$ cat config.mk
export PLATFORM = sky130hd
export DESIGN_NAME = rggen_bus_initiator_flat
export DESIGN_NICKNAME = d
export VERILOG_FILES = /design/src/rtl/rggen_rtl_pkg.sv /design/src/rtl/rggen_bus_if.sv /design/src/rtl/rggen_initiator_fifo.sv /design/src/rtl/rggen_bus_initiator.sv /design/src/flat_wrapper.sv
export SDC_FILE = /design/constraint.sdc
export NUM_CORES = 1
export LEC_CHECK = 0
export ABC_CLOCK_PERIOD_IN_PS = 3350
export CAP_MARGIN = 20
export CORE_MARGIN = 2
export CORE_UTILIZATION = 35
export DETAILED_ROUTE_END_ITERATION = 12
export PLACE_DENSITY = 0.53
export SKIP_CTS_REPAIR_TIMING = 1
export SYNTH_ARGS = -nofsm -noshare
export SYNTH_HDL_FRONTEND = slang
export SYNTH_SLANG_ARGS = --single-unit
$ cat constraint.sdc
create_clock -name i_clk -period 3.35 [get_ports i_clk]
set_input_delay 0.335 -clock i_clk [delete_from_list [all_inputs] [get_ports i_clk]]
set_output_delay 0.335 -clock i_clk [all_outputs]
set_load 0.05 [all_outputs]
$ cat src/rtl/rggen_rtl_pkg.sv
// Shared bus types: access kinds and response status codes.
package rggen_rtl_pkg;

    typedef enum logic [1:0] {
        RGGEN_WRITE        = 2'b01,
        RGGEN_READ         = 2'b10,
        RGGEN_POSTED_WRITE = 2'b11
    } rggen_access;

    typedef enum logic [1:0] {
        RGGEN_OKAY        = 2'b00,
        RGGEN_EXOKAY      = 2'b01,
        RGGEN_SLAVE_ERROR = 2'b10,
        RGGEN_ERROR       = 2'b11
    } rggen_status;

endpackage

$ cat src/rtl/rggen_bus_if.sv
// Register bus interface: one request/ready handshake with captured status and read data.
interface rggen_bus_if
    import rggen_rtl_pkg::*;
#(
    parameter int ADDRESS_WIDTH = 8,
    parameter int BUS_WIDTH     = 32
);
    logic                     valid;
    rggen_access              access;
    logic [ADDRESS_WIDTH-1:0] address;
    logic [BUS_WIDTH-1:0]     write_data;
    logic [BUS_WIDTH/8-1:0]   strobe;
    logic                     ready;
    rggen_status              status;
    logic [BUS_WIDTH-1:0]     read_data;

    modport master (
        output valid, access, address, write_data, strobe,
        input  ready, status, read_data
    );

    modport slave (
        input  valid, access, address, write_data, strobe,
        output ready, status, read_data
    );
endinterface

$ cat src/rtl/rggen_initiator_fifo.sv
// Command queue: circular buffer with an occupancy counter to tell full from empty.
module rggen_initiator_fifo #(
    parameter int WIDTH = 8,
    parameter int DEPTH = 4
)(
    input  logic             i_clk,
    input  logic             i_rst_n,
    input  logic             i_push,
    input  logic [WIDTH-1:0] i_push_data,
    input  logic             i_pop,
    output logic [WIDTH-1:0] o_pop_data,
    output logic             o_full,
    output logic             o_empty
);
    localparam int PTR_WIDTH   = (DEPTH > 1) ? $clog2(DEPTH) : 1;
    localparam int COUNT_WIDTH = $clog2(DEPTH + 1);

    logic [WIDTH-1:0]       mem [DEPTH];
    logic [PTR_WIDTH-1:0]   wr_ptr;
    logic [PTR_WIDTH-1:0]   rd_ptr;
    logic [COUNT_WIDTH-1:0] count;
    logic                   push_en;
    logic                   pop_en;

    assign o_full     = (count == COUNT_WIDTH'(DEPTH));
    assign o_empty    = (count == '0);
    assign push_en    = i_push && !o_full;
    assign pop_en     = i_pop && !o_empty;
    assign o_pop_data = mem[rd_ptr];

    // Pointers wrap explicitly so non-power-of-two depths work.
    always_ff @(posedge i_clk or negedge i_rst_n) begin
        if (!i_rst_n) begin
            wr_ptr <= '0;
            rd_ptr <= '0;
            count  <= '0;
        end else begin
            if (push_en) begin
                wr_ptr <= (wr_ptr == PTR_WIDTH'(DEPTH - 1)) ? '0 : wr_ptr + PTR_WIDTH'(1);
            end
            if (pop_en) begin
                rd_ptr <= (rd_ptr == PTR_WIDTH'(DEPTH - 1)) ? '0 : rd_ptr + PTR_WIDTH'(1);
            end
            case ({push_en, pop_en})
                2'b10:   count <= count + COUNT_WIDTH'(1);
                2'b01:   count <= count - COUNT_WIDTH'(1);
                default: count <= count;
            endcase
        end
    end

    // Storage array; contents are don't-care while the queue is empty.
    always_ff @(posedge i_clk) begin
        if (push_en) begin
            mem[wr_ptr] <= i_push_data;
        end
    end
endmodule

$ cat src/rtl/rggen_bus_initiator.sv
// Queued bus initiator: buffers commands and runs them one at a time on the register bus.
module rggen_bus_initiator
    import rggen_rtl_pkg::*;
#(
    parameter int ADDRESS_WIDTH = 8,
    parameter int BUS_WIDTH     = 32,
    parameter int COMMAND_DEPTH = 4
)(
    input  logic                     i_clk,
    input  logic                     i_rst_n,
    input  logic                     i_cmd_valid,
    output logic                     o_cmd_ready,
    input  rggen_access              i_cmd_access,
    input  logic [ADDRESS_WIDTH-1:0] i_cmd_address,
    input  logic [BUS_WIDTH-1:0]     i_cmd_write_data,
    input  logic [BUS_WIDTH/8-1:0]   i_cmd_strobe,
    output logic                     o_rsp_valid,
    input  logic                     i_rsp_ready,
    output rggen_status              o_rsp_status,
    output logic [BUS_WIDTH-1:0]     o_rsp_read_data,
    output logic                     o_busy,
    rggen_bus_if.master              bus_if
);
    localparam int STROBE_WIDTH = BUS_WIDTH / 8;
    localparam int ACCESS_WIDTH = $bits(rggen_access);
    localparam int CMD_WIDTH    = ACCESS_WIDTH + ADDRESS_WIDTH + BUS_WIDTH + STROBE_WIDTH;
    localparam int DATA_LSB     = STROBE_WIDTH;
    localparam int ADDR_LSB     = STROBE_WIDTH + BUS_WIDTH;
    localparam int ACCESS_LSB   = ADDR_LSB + ADDRESS_WIDTH;

    typedef enum logic [1:0] {
        IDLE,
        REQUEST,
        RESPONSE
    } state_e;

    state_e                   state_q;
    state_e                   state_d;
    logic                     pop;
    logic                     fifo_full;
    logic                     fifo_empty;
    logic [CMD_WIDTH-1:0]     push_data;
    logic [CMD_WIDTH-1:0]     head;

    rggen_access              req_access_q;
    logic [ADDRESS_WIDTH-1:0] req_address_q;
    logic [BUS_WIDTH-1:0]     req_write_data_q;
    logic [STROBE_WIDTH-1:0]  req_strobe_q;
    rggen_status              rsp_status_q;
    logic [BUS_WIDTH-1:0]     rsp_read_data_q;

    assign push_data = {i_cmd_access, i_cmd_address, i_cmd_write_data, i_cmd_strobe};

    rggen_initiator_fifo #(
        .WIDTH (CMD_WIDTH),
        .DEPTH (COMMAND_DEPTH)
    ) u_fifo (
        .i_clk       (i_clk),
        .i_rst_n     (i_rst_n),
        .i_push      (i_cmd_valid),
        .i_push_data (push_data),
        .i_pop       (pop),
        .o_pop_data  (head),
        .o_full      (fifo_full),
        .o_empty     (fifo_empty)
    );

    // Readiness depends only on occupancy, never on a same-cycle pop.
    assign o_cmd_ready = !fifo_full;
    assign o_busy      = (state_q != IDLE) || !fifo_empty;

    // State register.
    always_ff @(posedge i_clk or negedge i_rst_n) begin
        if (!i_rst_n) begin
            state_q <= IDLE;
        end else begin
            state_q <= state_d;
        end
    end

    // Next-state and queue pop decision.
    always_comb begin
        state_d = state_q;
        pop     = 1'b0;
        case (state_q)
            IDLE: begin
                if (!fifo_empty) begin
                    pop     = 1'b1;
                    state_d = REQUEST;
                end
            end
            REQUEST: begin
                if (bus_if.ready) begin
                    state_d = RESPONSE;
                end
            end
            RESPONSE: begin
                if (i_rsp_ready) begin
                    if (!fifo_empty) begin
                        pop     = 1'b1;
                        state_d = REQUEST;
                    end else begin
                        state_d = IDLE;
                    end
                end
            end
            default: state_d = IDLE;
        endcase
    end

    // Request register: loaded from the queue head on every pop, held through REQUEST.
    always_ff @(posedge i_clk or negedge i_rst_n) begin
        if (!i_rst_n) begin
            req_access_q     <= rggen_access'('0);
            req_address_q    <= '0;
            req_write_data_q <= '0;
            req_strobe_q     <= '0;
        end else if (pop) begin
            req_access_q     <= rggen_access'(head[ACCESS_LSB +: ACCESS_WIDTH]);
            req_address_q    <= head[ADDR_LSB +: ADDRESS_WIDTH];
            req_write_data_q <= head[DATA_LSB +: BUS_WIDTH];
            req_strobe_q     <= head[0 +: STROBE_WIDTH];
        end
    end

    // Response registers: captured on the bus handshake, held until the next one.
    always_ff @(posedge i_clk or negedge i_rst_n) begin
        if (!i_rst_n) begin
            rsp_status_q    <= RGGEN_OKAY;
            rsp_read_data_q <= '0;
        end else if ((state_q == REQUEST) && bus_if.ready) begin
            rsp_status_q    <= bus_if.status;
            rsp_read_data_q <= bus_if.read_data;
        end
    end

    assign bus_if.valid      = (state_q == REQUEST);
    assign bus_if.access     = req_access_q;
    assign bus_if.address    = req_address_q;
    assign bus_if.write_data = req_write_data_q;
    assign bus_if.strobe     = req_strobe_q;

    assign o_rsp_valid     = (state_q == RESPONSE);
    assign o_rsp_status    = rsp_status_q;
    assign o_rsp_read_data = rsp_read_data_q;
endmodule

$ cat src/flat_wrapper.sv
// flat-port wrapper written by rule: the top's interface ports become plain ports
module rggen_bus_initiator_flat import rggen_rtl_pkg::*;
#(
    parameter int ADDRESS_WIDTH = 8,
    parameter int BUS_WIDTH     = 32,
    parameter int COMMAND_DEPTH = 4
)
  (i_clk, i_rst_n, i_cmd_valid, o_cmd_ready, i_cmd_access, i_cmd_address, i_cmd_write_data, i_cmd_strobe, o_rsp_valid, i_rsp_ready, o_rsp_status, o_rsp_read_data, o_busy, bus_if_valid, bus_if_access, bus_if_address, bus_if_write_data, bus_if_strobe, bus_if_ready, bus_if_status, bus_if_read_data);
  rggen_bus_if #(.ADDRESS_WIDTH(ADDRESS_WIDTH), .BUS_WIDTH(BUS_WIDTH)) bus_if_i ();
  input  logic i_clk;
  input  logic i_rst_n;
  input  logic i_cmd_valid;
  output logic o_cmd_ready;
  input  rggen_access i_cmd_access;
  input  logic [ADDRESS_WIDTH-1:0] i_cmd_address;
  input  logic [BUS_WIDTH-1:0] i_cmd_write_data;
  input  logic [BUS_WIDTH/8-1:0] i_cmd_strobe;
  output logic o_rsp_valid;
  input  logic i_rsp_ready;
  output rggen_status o_rsp_status;
  output logic [BUS_WIDTH-1:0] o_rsp_read_data;
  output logic o_busy;
  output wire logic [$bits(bus_if_i.valid)-1:0] bus_if_valid;
  output wire logic [$bits(bus_if_i.access)-1:0] bus_if_access;
  output wire logic [$bits(bus_if_i.address)-1:0] bus_if_address;
  output wire logic [$bits(bus_if_i.write_data)-1:0] bus_if_write_data;
  output wire logic [$bits(bus_if_i.strobe)-1:0] bus_if_strobe;
  input wire logic [$bits(bus_if_i.ready)-1:0] bus_if_ready;
  input wire logic [$bits(bus_if_i.status)-1:0] bus_if_status;
  input wire logic [$bits(bus_if_i.read_data)-1:0] bus_if_read_data;
  assign bus_if_valid = bus_if_i.valid;
  assign bus_if_access = bus_if_i.access;
  assign bus_if_address = bus_if_i.address;
  assign bus_if_write_data = bus_if_i.write_data;
  assign bus_if_strobe = bus_if_i.strobe;
  assign bus_if_i.ready = bus_if_ready;
  assign bus_if_i.status = bus_if_status;
  assign bus_if_i.read_data = bus_if_read_data;
  rggen_bus_initiator #(.ADDRESS_WIDTH(ADDRESS_WIDTH), .BUS_WIDTH(BUS_WIDTH), .COMMAND_DEPTH(COMMAND_DEPTH)) u_core (.i_clk(i_clk), .i_rst_n(i_rst_n), .i_cmd_valid(i_cmd_valid), .o_cmd_ready(o_cmd_ready), .i_cmd_access(i_cmd_access), .i_cmd_address(i_cmd_address), .i_cmd_write_data(i_cmd_write_data), .i_cmd_strobe(i_cmd_strobe), .o_rsp_valid(o_rsp_valid), .i_rsp_ready(i_rsp_ready), .o_rsp_status(o_rsp_status), .o_rsp_read_data(o_rsp_read_data), .o_busy(o_busy), .bus_if(bus_if_i));
endmodule
==> flow_summary.yaml <==
outcome:
  outcome: "finished clean"
grt:
  grt_pass1_wl_um: 32700
  track_usage: 0.139
  grt_pass1_vias: 5648
  grt_max_degree: 54
  overflow: 0
  antenna_found_initial: 1
synth:
  ys_seq_area_frac: 0.767
  ys.flop_type: "edfxtp_1"
  synth_seq_cells: 273
  yosysTopAreaCell: "edfxtp_1"
  synth_edf_count: 184
  yosys_warnings: 0
  syn_nets: 551
  synth.top_cells.by_count: "edfxtp_1, dfrtp_1, mux2_2, mux4_2, buf_2"
  synth_area_leaders: "edfxtp_1, dfrtp_1, mux4_2, mux2_2, ha_1"
  synthCells: 459
  synth_area_um2: 10100
  post-synth-top-count-cell: "edfxtp_1"
  avgSynthCellArea_um2: 22.0
  ys_types: 26
  synth_top_area_share: 0.546
  synthArstFlopShare: 0.326
floorplan:
  initial_utilization: 0.354
  die_area_um2: 30300
  row_count: 62
  die_width_um: 174
  core_area_um2: 28500
  io_pins: 169
  fp.dieH_um: 174
worst_setup_path:
  crit_start: "u_core.u_fifo.count[0]$_DFFE_PN0P_"
  cp.required_ns: 3.01
  worstRegToRegCells: 9
  crit_type: "reg -> out"
  critPathArrivalTime_ns: 2.24
  startpoint_type: "register"
  r2r_start: "u_core.u_fifo.count[0]$_DFFE_PN0P_"
  setup.worst_path.end_class: "output port"
  crit_fanout: 4
cts:
  clkTransAtPathRegs_ns: 0.06
  cts_tree: "built"
  numCtsBuffers: 29
  htreeDepth: 1
  clk_path_buf_depth: 3
  clk_latency_ns: 0.56
  clock-sinks: 273
  cts-root-buf: "clkbuf_16"
placement:
  gp_congestion: 0.743
  io_buffers: 168
  place_hpwl_um: 12600
routing:
  ant_nets: 0
  via_per_inst: 4.73
  first_pass_iters: 4
  first_iter_violations: 205
  drt_wl_total_um: 21000
  num_vias: 5008
  drc: 0
  avgRoutedWirePerCell_um: 19.8
sta:
  setup_tns_ns: 0
  hold_viol: 0
  fmax_mhz: 389
  grt_setup_unrepaired: "false"
  fin_crit_sh: 0.768
  tightest_slew_ns: 0.807
  max_slew_margin: 0.462
  period_needed_ns: 2.57
  maxSlewViolCount: 0
  finalSetupViolations: 0
  fin_skew_ns: 0.0242
pwr:
  switchingPower_mw: 5.12
  p_leak_nw: 4.73
  comb_power_share: 0.408
  swShare: 0.360
  clock_power_share: 0.227
  total_power_mw: 14.2
  ir_worst_vdd_v: 0.000511
  power_frac_seq: 0.365
  p_per_area_nw_per_um2: 1070
  p_int_mw: 9.09
finish:
  area_growth_pct: 31.7
  final_core_util: 0.467
  fillCellCount: 2469
  antennaDiodeCount: 0
  final_layout_size_suffix_gt1_frac: 0.274
  nNetsFinal: 743
run:
  maxCapViolCount: 0
min_path:
  hp-class: "in -> async"
[state kept, by name, summed over array words and instances (netlist names)]
name,cells
u_core.u_fifo.wr_ptr,2
u_core.u_fifo.count,3
u_core.o_rsp_read_data,32
u_core.state_q,2
u_core.u_fifo.mem,184
u_core.bus_if.strobe,4
u_core.bus_if.write_data,32
u_core.bus_if.address,8
u_core.bus_if.access,2
u_core.o_rsp_status,2
u_core.u_fifo.rd_ptr,2
[metal layers]
| layer | GRT usage | share of wire |
|---|---|---|
| met5 | 0 | 0.00062 |
| met4 | 0.0350 | 0.021 |
| met3 | 0.0433 | 0.077 |
| met2 | 0.229 | 0.47 |
| met1 | 0.182 | 0.43 |
[worst max-delay path, cell delays in order, from the launching register on]
cell and delay [ns]:
dfrtp_1 0.41, nor3_1 0.44, nand2_1 0.11, clkdlybuf4s50_1 0.74
[stage by stage]
stage	hold slack, ns	instances	worst slack (ns)	cell area (um^2)
after floorplan	0.0394	459	0.815	10100
after global placement	0.382	1003	1.07	12300
after detailed placement	0.386	1003	1.06	12300
after CTS	-0.209	1057	0.723	13300
after global routing	0.377	1058	0.636	13300
final	0.355	1058	0.778	13300
[cell families after synthesis]
group	share of synthesized area
DFF	0.767
muxes	0.197
buffers and inverters	0.0134
and+or+nand+nor	0.00965
adders and majority gates	0.00940
xor gates and xnor gates	0.00260
AOI/OAI and AO/OA	0.00124
[layout by cell type, fill, tap and decap left out, types with 3 or more instances in the layout]
cell type | netlist | final
clkbuf_16 | 0 | 29
clkinv_1 | 0 | 6
clkbuf_1 | 3 | 9
ha_1 | 6 | 6
bufinv_16 | 0 | 4
edfxtp_1 | 184 | 184
and3_2 | 0 | 4
clkdlybuf4s50_1 | 0 | 167
inv_1 | 8 | 8
dfrtp_1 | 89 | 87
buf_12 | 0 | 6
mux4_2 | 46 | 46
nor2_1 | 4 | 4
clkbuf_8 | 0 | 3
mux2_2 | 82 | 82
buf_4 | 0 | 5
[power groups by stage]
stage	logic (mW)	clock network [mW]	registers, mW
after floorplan	2.31	0	6.85
after global placement	5.81	0	5.22
after detailed placement	5.89	0	5.28
after CTS	5.90	3.33	5.22
after global routing	6.12	3.47	5.31
final	5.80	3.23	5.18
[layout make-up]
type | instances | area, um^2 | area share
Sequential cell | 273 | 7760 | 0.582
Multi-Input combinational cell | 160 | 2230 | 0.168
Timing Repair Buffer | 179 | 1840 | 0.138
Clock buffer | 41 | 801 | 0.0601
Tap cell | 384 | 480 | 0.0361
Clock inverter | 13 | 175 | 0.0132
Inverter | 8 | 30.0 | 0.00225
[final timing paths]
kind,to,slack [ns]
max,o_busy,0.78
min,u_core.bus_if.access[1]$_DFFE_PN0N_,0.35
max reg2reg,u_core.u_fifo.count[2]$_DFFE_PN0P_,1.09
min reg2reg,u_core.u_fifo.count[2]$_DFFE_PN0P_,0.50
max in group asynchronous,u_core.o_rsp_read_data[16]$_DFFE_PN0P_,2.26
min in group i_clk,u_core.u_fifo.mem[3][15]$_DFFE_PP_,0.41
Note: power is estimated with default switching activity, not from simulation.
